--- src/rtl/sd_pkg.sv ---
// Shared types and constants for the SD host channel arbiter.
// Holds the arbiter state encoding and default limits.
package sd_pkg;

    typedef enum logic [1:0] {
        IDLE,
        ISSUE,
        XFER,
        DONE
    } state_t;

    localparam int SD_LBA_W = 32;
    localparam int TIMEOUT_CYCLES_DEF = 2**24;
    localparam int TMR_W = 25;

endpackage

--- src/rtl/sd_host_arbiter_rr_pick.sv ---
// Combinational round-robin picker: first pending bit after last.
// Generic enough to reuse for any shared-resource arbiter.
module rr_pick #(
    parameter int NUM_DEV = 2,
    parameter int IDX_W   = $clog2(NUM_DEV)
) (
    input  logic [NUM_DEV-1:0] pending,
    input  logic [IDX_W-1:0]   last,
    output logic               valid,
    output logic [IDX_W-1:0]   idx
);

    logic [IDX_W-1:0] cand;

    // Scan from farthest to nearest so the nearest hit after last wins.
    always_comb begin
        valid = 1'b0;
        idx   = '0;
        cand  = '0;
        for (int k = NUM_DEV; k >= 1; k--) begin
            cand = IDX_W'((int'(last) + k) % NUM_DEV);
            if (pending[cand]) begin
                valid = 1'b1;
                idx   = cand;
            end
        end
    end

endmodule

--- src/rtl/sd_host_arbiter.sv ---
// Round-robin arbiter sharing one host SD block channel among cards.
// Optional ISSUE-state watchdog enabled by SD_ARB_TIMEOUT_EN.
import sd_pkg::*;

module sd_host_arbiter #(
    parameter int NUM_DEV = 2,
    parameter int IDX_W   = $clog2(NUM_DEV)
`ifdef SD_ARB_TIMEOUT_EN
    ,
    parameter int TIMEOUT_CYCLES = TIMEOUT_CYCLES_DEF
`endif
) (
    input  logic                          clk_sys,
    input  logic                          reset_n,
    input  logic [SD_LBA_W*NUM_DEV-1:0]   dev_lba,
    input  logic [NUM_DEV-1:0]            dev_rd,
    input  logic [NUM_DEV-1:0]            dev_wr,
    output logic [NUM_DEV-1:0]            dev_ack,
    output logic [NUM_DEV-1:0]            dev_buff_wr,
    output logic [SD_LBA_W-1:0]           sd_lba,
    output logic                          sd_rd,
    output logic                          sd_wr,
    input  logic                          sd_ack,
    input  logic                          sd_buff_wr,
    output logic                          busy,
    output logic [IDX_W-1:0]              grant_idx
`ifdef SD_ARB_TIMEOUT_EN
    ,
    output logic                          timeout
`endif
);

    state_t           state;
    logic [IDX_W-1:0] last;
    logic             op_rd;
    logic             pick_valid;
    logic [IDX_W-1:0] pick_idx;
`ifdef SD_ARB_TIMEOUT_EN
    logic [TMR_W-1:0] tmr;
`endif

    rr_pick #(
        .NUM_DEV (NUM_DEV),
        .IDX_W   (IDX_W)
    ) u_pick (
        .pending (dev_rd | dev_wr),
        .last    (last),
        .valid   (pick_valid),
        .idx     (pick_idx)
    );

    // Grant FSM: latch a request, issue it, follow host ack, rotate.
    always_ff @(posedge clk_sys or negedge reset_n) begin
        if (!reset_n) begin
            state     <= IDLE;
            sd_rd     <= 1'b0;
            sd_wr     <= 1'b0;
            sd_lba    <= '0;
            grant_idx <= '0;
            last      <= IDX_W'(NUM_DEV - 1);
            busy      <= 1'b0;
            op_rd     <= 1'b0;
`ifdef SD_ARB_TIMEOUT_EN
            tmr       <= '0;
            timeout   <= 1'b0;
`endif
        end else begin
`ifdef SD_ARB_TIMEOUT_EN
            timeout <= 1'b0;
`endif
            unique case (state)
                IDLE: begin
                    if (pick_valid) begin
                        grant_idx <= pick_idx;
                        sd_lba    <= dev_lba[SD_LBA_W*int'(pick_idx) +: SD_LBA_W];
                        op_rd     <= dev_rd[pick_idx];
                        busy      <= 1'b1;
                        state     <= ISSUE;
`ifdef SD_ARB_TIMEOUT_EN
                        tmr       <= '0;
`endif
                    end
                end
                ISSUE: begin
                    if (sd_ack) begin
                        sd_rd <= 1'b0;
                        sd_wr <= 1'b0;
                        state <= XFER;
                    end
`ifdef SD_ARB_TIMEOUT_EN
                    else if (tmr == TMR_W'(TIMEOUT_CYCLES - 1)) begin
                        sd_rd   <= 1'b0;
                        sd_wr   <= 1'b0;
                        timeout <= 1'b1;
                        state   <= DONE;
                    end
`endif
                    else begin
                        sd_rd <= op_rd;
                        sd_wr <= !op_rd;
`ifdef SD_ARB_TIMEOUT_EN
                        tmr   <= tmr + 1'b1;
`endif
                    end
                end
                XFER: begin
                    if (!sd_ack) begin
                        state <= DONE;
                    end
                end
                DONE: begin
                    last  <= grant_idx;
                    busy  <= 1'b0;
                    state <= IDLE;
                end
                default: state <= IDLE;
            endcase
        end
    end

    // Route host ack and buffer strobe to the granted card only.
    always_comb begin
        dev_ack     = '0;
        dev_buff_wr = '0;
        if (state == ISSUE || state == XFER) begin
            dev_ack[grant_idx]     = sd_ack;
            dev_buff_wr[grant_idx] = sd_buff_wr;
        end
    end

endmodule
--- config.mk ---
export PLATFORM = sky130hd
export DESIGN_NAME = sd_host_arbiter
export DESIGN_NICKNAME = d
export VERILOG_FILES = /design/src/rtl/sd_pkg.sv /design/src/rtl/sd_host_arbiter_rr_pick.sv /design/src/rtl/sd_host_arbiter.sv
export SDC_FILE = /design/constraint.sdc
export NUM_CORES = 1
export LEC_CHECK = 0
export ABC_CLOCK_PERIOD_IN_PS = 2280
export BUFFER_PORTS_ARGS = -buffer_cell sky130_fd_sc_hd__clkbuf_2
export CELL_PAD_IN_SITES_DETAIL_PLACEMENT = 0
export CELL_PAD_IN_SITES_GLOBAL_PLACEMENT = 2
export CORE_MARGIN = 10
export CORE_UTILIZATION = 28
export CTS_CLUSTER_SIZE = 14
export DETAILED_ROUTE_END_ITERATION = 10
export PLACE_DENSITY = 0.79
export SYNTH_ARGS = -nofsm -noshare
export SYNTH_HDL_FRONTEND = slang
export SYNTH_SLANG_ARGS = --single-unit
--- constraint.sdc ---
create_clock -name clk_sys -period 2.28 [get_ports clk_sys]
set_clock_uncertainty 0.1 [all_clocks]
set_input_delay 0.114 -clock clk_sys [delete_from_list [all_inputs] [get_ports clk_sys]]
set_output_delay 0.114 -clock clk_sys [all_outputs]
set_load 0.05 [all_outputs]
==> results of run 1 <==
[registers in the layout, summed over array words and instances (netlist names)]
| name | count |
|---|---|
| sd_lba | 32 |
| state | 2 |
| busy | 1 |
| grant_idx | 1 |
| last | 1 |
| op_rd | 1 |
| sd_rd | 1 |
| sd_wr | 1 |
[layer usage]
| metal | wire length (um) | vias to the layer above | track usage | part of all wire |
|---|---|---|---|---|
| met3 | 557 | 12 | 0.0487 | 0.074 |
| met5 | 16 | - | 0 | 0.0021 |
| li1 | - | 1049 | - | - |
| met1 | 3080 | 1015 | 0.123 | 0.41 |
| met2 | 3710 | 69 | 0.210 | 0.50 |
| met4 | 109 | 2 | 0.0304 | 0.015 |
[cells in the mapped netlist (all sizes together)]
cell / n / share of area
nor2b: 2 / 0.0054
or2: 1 / 0.0027
nor2: 2 / 0.0032
o41ai: 1 / 0.012
a2bb2oi: 33 / 0.19
inv: 4 / 0.0065
mux2: 4 / 0.019
o21a: 1 / 0.0032
dfstp: 1 / 0.011
buf: 12 / 0.054
ha: 5 / 0.027
a31oi: 33 / 0.089
a21o: 1 / 0.0032
a2111oi: 1 / 0.0038
a221oi: 2 / 0.0076
nor3b: 1 / 0.0032
and3: 2 / 0.0054
a21oi: 1 / 0.0022
and3b: 2 / 0.0076
o31ai: 2 / 0.0065
dfrtp: 39 / 0.42
nor4: 1 / 0.0092
clkdlybuf4s15: 1 / 0.0043
o21ai: 34 / 0.073
clkbuf: 7 / 0.016
nand2: 5 / 0.0081
[metrics by stage]
stage,utilization,hold slack [ns]
final,0.411,0.00477
after global routing,0.411,0.000587
after CTS,0.411,0.00214
after detailed placement,0.359,0.123
after global placement,0.359,0.123
after floorplan,-,-0.282
[kinds of logic (layout without fill, tap and decap cells)]
logic type               Yosys count  count (layout)
AO/OA/AOI/OAI                    109             109
flip-flops                        40              40
buffers and inverters             24             164
AND/OR/NAND/NOR                   16              16
adder cells (fa/ha/maj)            5               5
multiplexers                       4               4
[worst reg2reg max path: stages (launching register included)]
cell and delay, ns:
dfrtp_1 0.42, inv_1 0.13, ha_1 0.38, o41ai_4 0.30, buf_12 0.24, a31oi_1 0.19
a2bb2oi_2 0.07
[timing repair]
item | 4_1_cts | 5_1_grt
endpoints found under the hold margin | 71 | 0
hold buffers | 33 | 0
buffers inserted | 0 | 0
gates resized for setup | 0 | 0
[where the power goes]
part	switching, W	total (W)	internal [W]
logic	0.00222	0.00346	0.00124
registers	0.000275	0.00136	0.00109
clock network	0.000239	0.000487	0.000247
total	0.00274	0.00531	0.00257
[cell type report]
cell class,instances,share of cell area
repair buffers,152,0.287
multi-input cells,134,0.342
clock buffers,8,0.0270
inverters,4,0.00450
well taps,105,0.0393
flip-flops and latches,40,0.300
[worst max-delay path by stage]
stage,endpoint,slack (ns),cells past startpoint
floorplan,sd_lba[14],0.63,6
global placement,sd_lba[2],0.36,6
detailed placement,sd_lba[22],0.34,6
CTS,sd_lba[2],0.35,6
global route,sd_lba[19],0.16,6
finish,sd_lba[2],0.34,6
==> flow_summary.json, run 1 <==
{
  "crit_family": "compound AO/OA/AOI/OAI gates",
  "final_max_slew_viol_count": 0,
  "wl_um": 7480,
  "fin_setup_tns_ns": 0,
  "place_congestion": 0.710,
  "r2r_start": "state[0]",
  "dieArea_um2": 12300,
  "cts_inserted_buffers": 5,
  "antenna_cells": 0,
  "r2r_setup_slack_ns": 0.34,
  "antenna_found_initial": 1,
  "grt_usage": 0.117,
  "die_w_um": 111,
  "row_count": 33,
  "outcome": "finished, final reports clean",
  "stdcell_area_um2": 3340,
  "cts_root_buf": "clkbuf_8",
  "cp.required_ns": 2.35,
  "slowest_delay_ns": 0.42,
  "critPathMaxFanout": 19,
  "vdd_drop_max_mv": 0.601,
  "endpoint_kind": "register",
  "synth_seq_cells": 40,
  "drive_above_1_share": 0.479,
  "yosysSeqAreaShare": 0.432,
  "syn2layout_area_growth_pct": 44.0,
  "cts_tree": "built",
  "ys_types": 32,
  "synthMuxAreaShare": 0.0194,
  "initial_core_util": 0.285,
  "rsz0062_at_grt": "false",
  "grt_pass1_wl_um": 12100,
  "synth_top_family_by_area": "compound AO/OA/AOI/OAI gates",
  "post-route-period-util": 0.850,
  "yosys_warnings": 0,
  "seqCellArea_um2": 1000,
  "fillers": 825,
  "r2r-end": "sd_lba[2]",
  "multiInputGateArea_um2": 1140,
  "clk_pin_slew_ns": 0.07,
  "drc_errors": 0,
  "gr-total-overflow": 0,
  "whs_path_depth": 2,
  "synth-simple-area-share": 0.0448,
  "min-delay-path-class": "in -> reg",
  "placedCellCount": 402,
  "syn-num-nets": 275,
  "power_density_nw_per_um2": 1590,
  "fin_nets": 414,
  "numClockSinks": 40,
  "final_common_cell": "clkbuf_2",
  "setup_ws_ns": 0.341,
  "place_area_um2": 2920,
  "critPathSlowestCell": "dfrtp_1",
  "synth-xor-area-share": 0,
  "synth_fa_ha_area_frac": 0.0270,
  "fin_cells": 443,
  "htree_num_levels": 2,
  "setup-violations-final": 0,
  "synthesis.area_um2": 2320,
  "io_buffers": 111,
  "drtAntennaViolNets": 0,
  "grt_max_degree": 41,
  "crit_chain": "inv_1 -> ha_1 -> o41ai_4 -> buf_12 -> a31oi_1 -> a2bb2oi_2",
  "die_h_um": 111,
  "p_total_w": 0.00531,
  "drtIter0Drc": 50,
  "syn_inst": 198,
  "r2r_cells": 6,
  "start_kind": "register",
  "fmax_mhz": 516,
  "fp.coreArea_um2": 8130,
  "insertion_delay_ns": 0.28,
  "via_count": 2147,
  "synth.avg_cell_area_um2": 11.7,
  "cellLeakagePower_nw": 1.51,
  "synth_compound_area_frac": 0.396,
  "min_to": "state[0]",
  "dp_hpwl_um": 5430,
  "via_per_inst": 4.85,
  "worstPathArrival_ns": 2.01,
  "ios": 112,
  "layout_common_cells": "clkbuf_2, dfrtp_1, o21ai_0, a31oi_1, dlygate4sd3_1",
  "drv_cap": 0,
  "grt_pass1_vias": 2408,
  "cts_buffer_depth": 2,
  "routedWlPerCell_um": 16.9,
  "tightest_slew_ns": 1.02,
  "min_from": "sd_ack",
  "dr.pass1.iters": 4,
  "period_minus_slack_ns": 1.94,
  "slew_headroom": 0.321,
  "cp_num_buf_inv": 2,
  "crit_type": "reg -> reg",
  "place_ws_ns": 0.345,
  "worstSetupStartpoint": "state[0]",
  "hold_violations": 0
}
(Power assumes the default switching activity.)
==> run 2, diff against run 1 <==
- ABC_CLOCK_PERIOD_IN_PS: 2280 -> 2400
- CORE_MARGIN: 10 -> not set
- CORE_UTILIZATION: 28 -> 30
- PLACE_DENSITY: 0.79 -> 0.84
- clock period: 2.28 -> 2.4 ns (I/O delays scaled with it)
==> flow_summary.json, run 2 (synthesis gave the netlist of run 1 again) <==
{
  "violations": "hold timing",
  "post-route-period-util": 0.758,
  "cts_tree": "built",
  "r2r-end": "sd_lba[1]",
  "largest_register": "sd_lba",
  "row_count": 31,
  "r2r_cells": 6,
  "final_common_cell": "clkbuf_2",
  "critPathMaxFanout": 5,
  "die_h_um": 89.9,
  "min-delay-path-class": "in -> reg",
  "hold_ws_ns": -0.00298,
  "antenna_found_initial": 1,
  "antenna_cells": 0,
  "grt_max_degree": 41,
  "placedCellCount": 394,
  "setup_ws_ns": 0.580,
  "hold_violations": 1,
  "worstPathArrival_ns": 1.60,
  "numClockSinks": 40,
  "cp.required_ns": 2.18,
  "ios": 112,
  "tightest_slew_ns": 1.03,
  "grt_pass1_wl_um": 10200,
  "initial_core_util": 0.315,
  "routedWlPerCell_um": 14.7,
  "fin_setup_tns_ns": 0,
  "endpoint_kind": "output port",
  "dp_hpwl_um": 4170,
  "cts_root_buf": "clkbuf_8",
  "fp.coreArea_um2": 7370,
  "rsz0062_at_grt": "false",
  "drive_above_1_share": 0.488,
  "r2r_setup_slack_ns": 0.60,
  "layout_common_cells": "clkbuf_2, dfrtp_1, o21ai_0, a31oi_1, dlygate4sd3_1",
  "min_from": "dev_lba[12]",
  "via_per_inst": 4.90,
  "fin_cells": 431,
  "place_ws_ns": 0.602,
  "slew_headroom": 0.317,
  "cellLeakagePower_nw": 1.49,
  "cts_inserted_buffers": 5,
  "cts_hold_buf": 29,
  "start_kind": "register",
  "insertion_delay_ns": 0.29,
  "drtIter0Drc": 55,
  "via_count": 2112,
  "final_max_slew_viol_count": 0,
  "largest_register_ffs": 32,
  "fmax_mhz": 549,
  "cts.repair.resized": 0,
  "whs_path_depth": 3,
  "drtAntennaViolNets": 0,
  "p_total_w": 0.00506,
  "postCtsSetupBuffers": 0,
  "setup-violations-final": 0,
  "die_w_um": 89.9,
  "dr.pass1.iters": 4,
  "drv_cap": 0,
  "min_to": "sd_lba[12]",
  "reg_top3": "sd_lba (32), state (2)",
  "grt_usage": 0.158,
  "period_minus_slack_ns": 1.82,
  "dieArea_um2": 8080,
  "power_density_nw_per_um2": 1540,
  "cts_buffer_depth": 2,
  "htree_num_levels": 2,
  "clk_pin_slew_ns": 0.09,
  "grt_pass1_vias": 2047,
  "gr-total-overflow": 0,
  "outcome": "finished with violations",
  "vdd_drop_max_mv": 0.595,
  "drc_errors": 0,
  "r2r_start": "state[0]",
  "syn2layout_area_growth_pct": 41.7,
  "io_buffers": 111,
  "crit_type": "reg -> out",
  "wl_um": 6340,
  "fin_nets": 408,
  "place_congestion": 0.709
}
-- run 2: cell count changes in the layout (fill, tap and decap cells not counted), sizes merged --
cell	delta
dlygate4sd3	-4
clkbuf	-3
buf	-2
bufinv	+1
clkinv	+1
clkinvlp	+1
-- run 2: through the flow --
stage / hold slack, ns / instance area (um^2) / util
final: -0.00298 / 3290 / 0.446
after global routing: 0.00850 / 3290 / 0.446
after detailed placement: 0.253 / 2880 / 0.391
after global placement: 0.258 / 2880 / 0.391
after floorplan: -0.276 / 2320 / -
after CTS: 0.00173 / 3290 / 0.446
-- run 2: metal layers --
layer / wire length [um] / vias to the layer above / GRT usage
met3: 390 / 5 / 0.0389
met1: 2970 / 1003 / 0.201
li1: - / 1038 / -
met5: 0 / - / 0
met2: 2940 / 66 / 0.267
met4: 42 / 0 / 0.0403
-- run 2: final cells by class --
class	instances	area, um^2
fill	752	4080
multi-input combinational	134	1140
sequential	40	1000
timing repair buffer	146	891
tap	99	124
clock buffer	5	68.8
clock inverter	3	42.5
inverter	4	15.0
-- run 2: where the power goes --
group	internal [W]	switching, W
clock	0.000308	0.000244
sequential	0.00103	0.000251
combinational	0.00114	0.00208
total	0.00248	0.00258
-- run 2: worst max path at each step --
| stage | from | to | cells after the start |
|---|---|---|---|
| floorplan | state[0] | sd_lba[14] | 6 |
| global placement | state[0] | sd_lba[19] | 6 |
| detailed placement | state[0] | sd_lba[4] | 6 |
| CTS | state[0] | dev_ack[0] | 4 |
| global route | state[0] | sd_lba[24] | 6 |
| finish | state[0] | dev_ack[0] | 4 |
-- run 2: worst max-delay path, cell delays in order, from the launching register on --
cell,delay (ns)
dfrtp_1,0.40
inv_1,0.11
ha_1,0.36
and3b_1,0.17
clkbuf_2,0.27
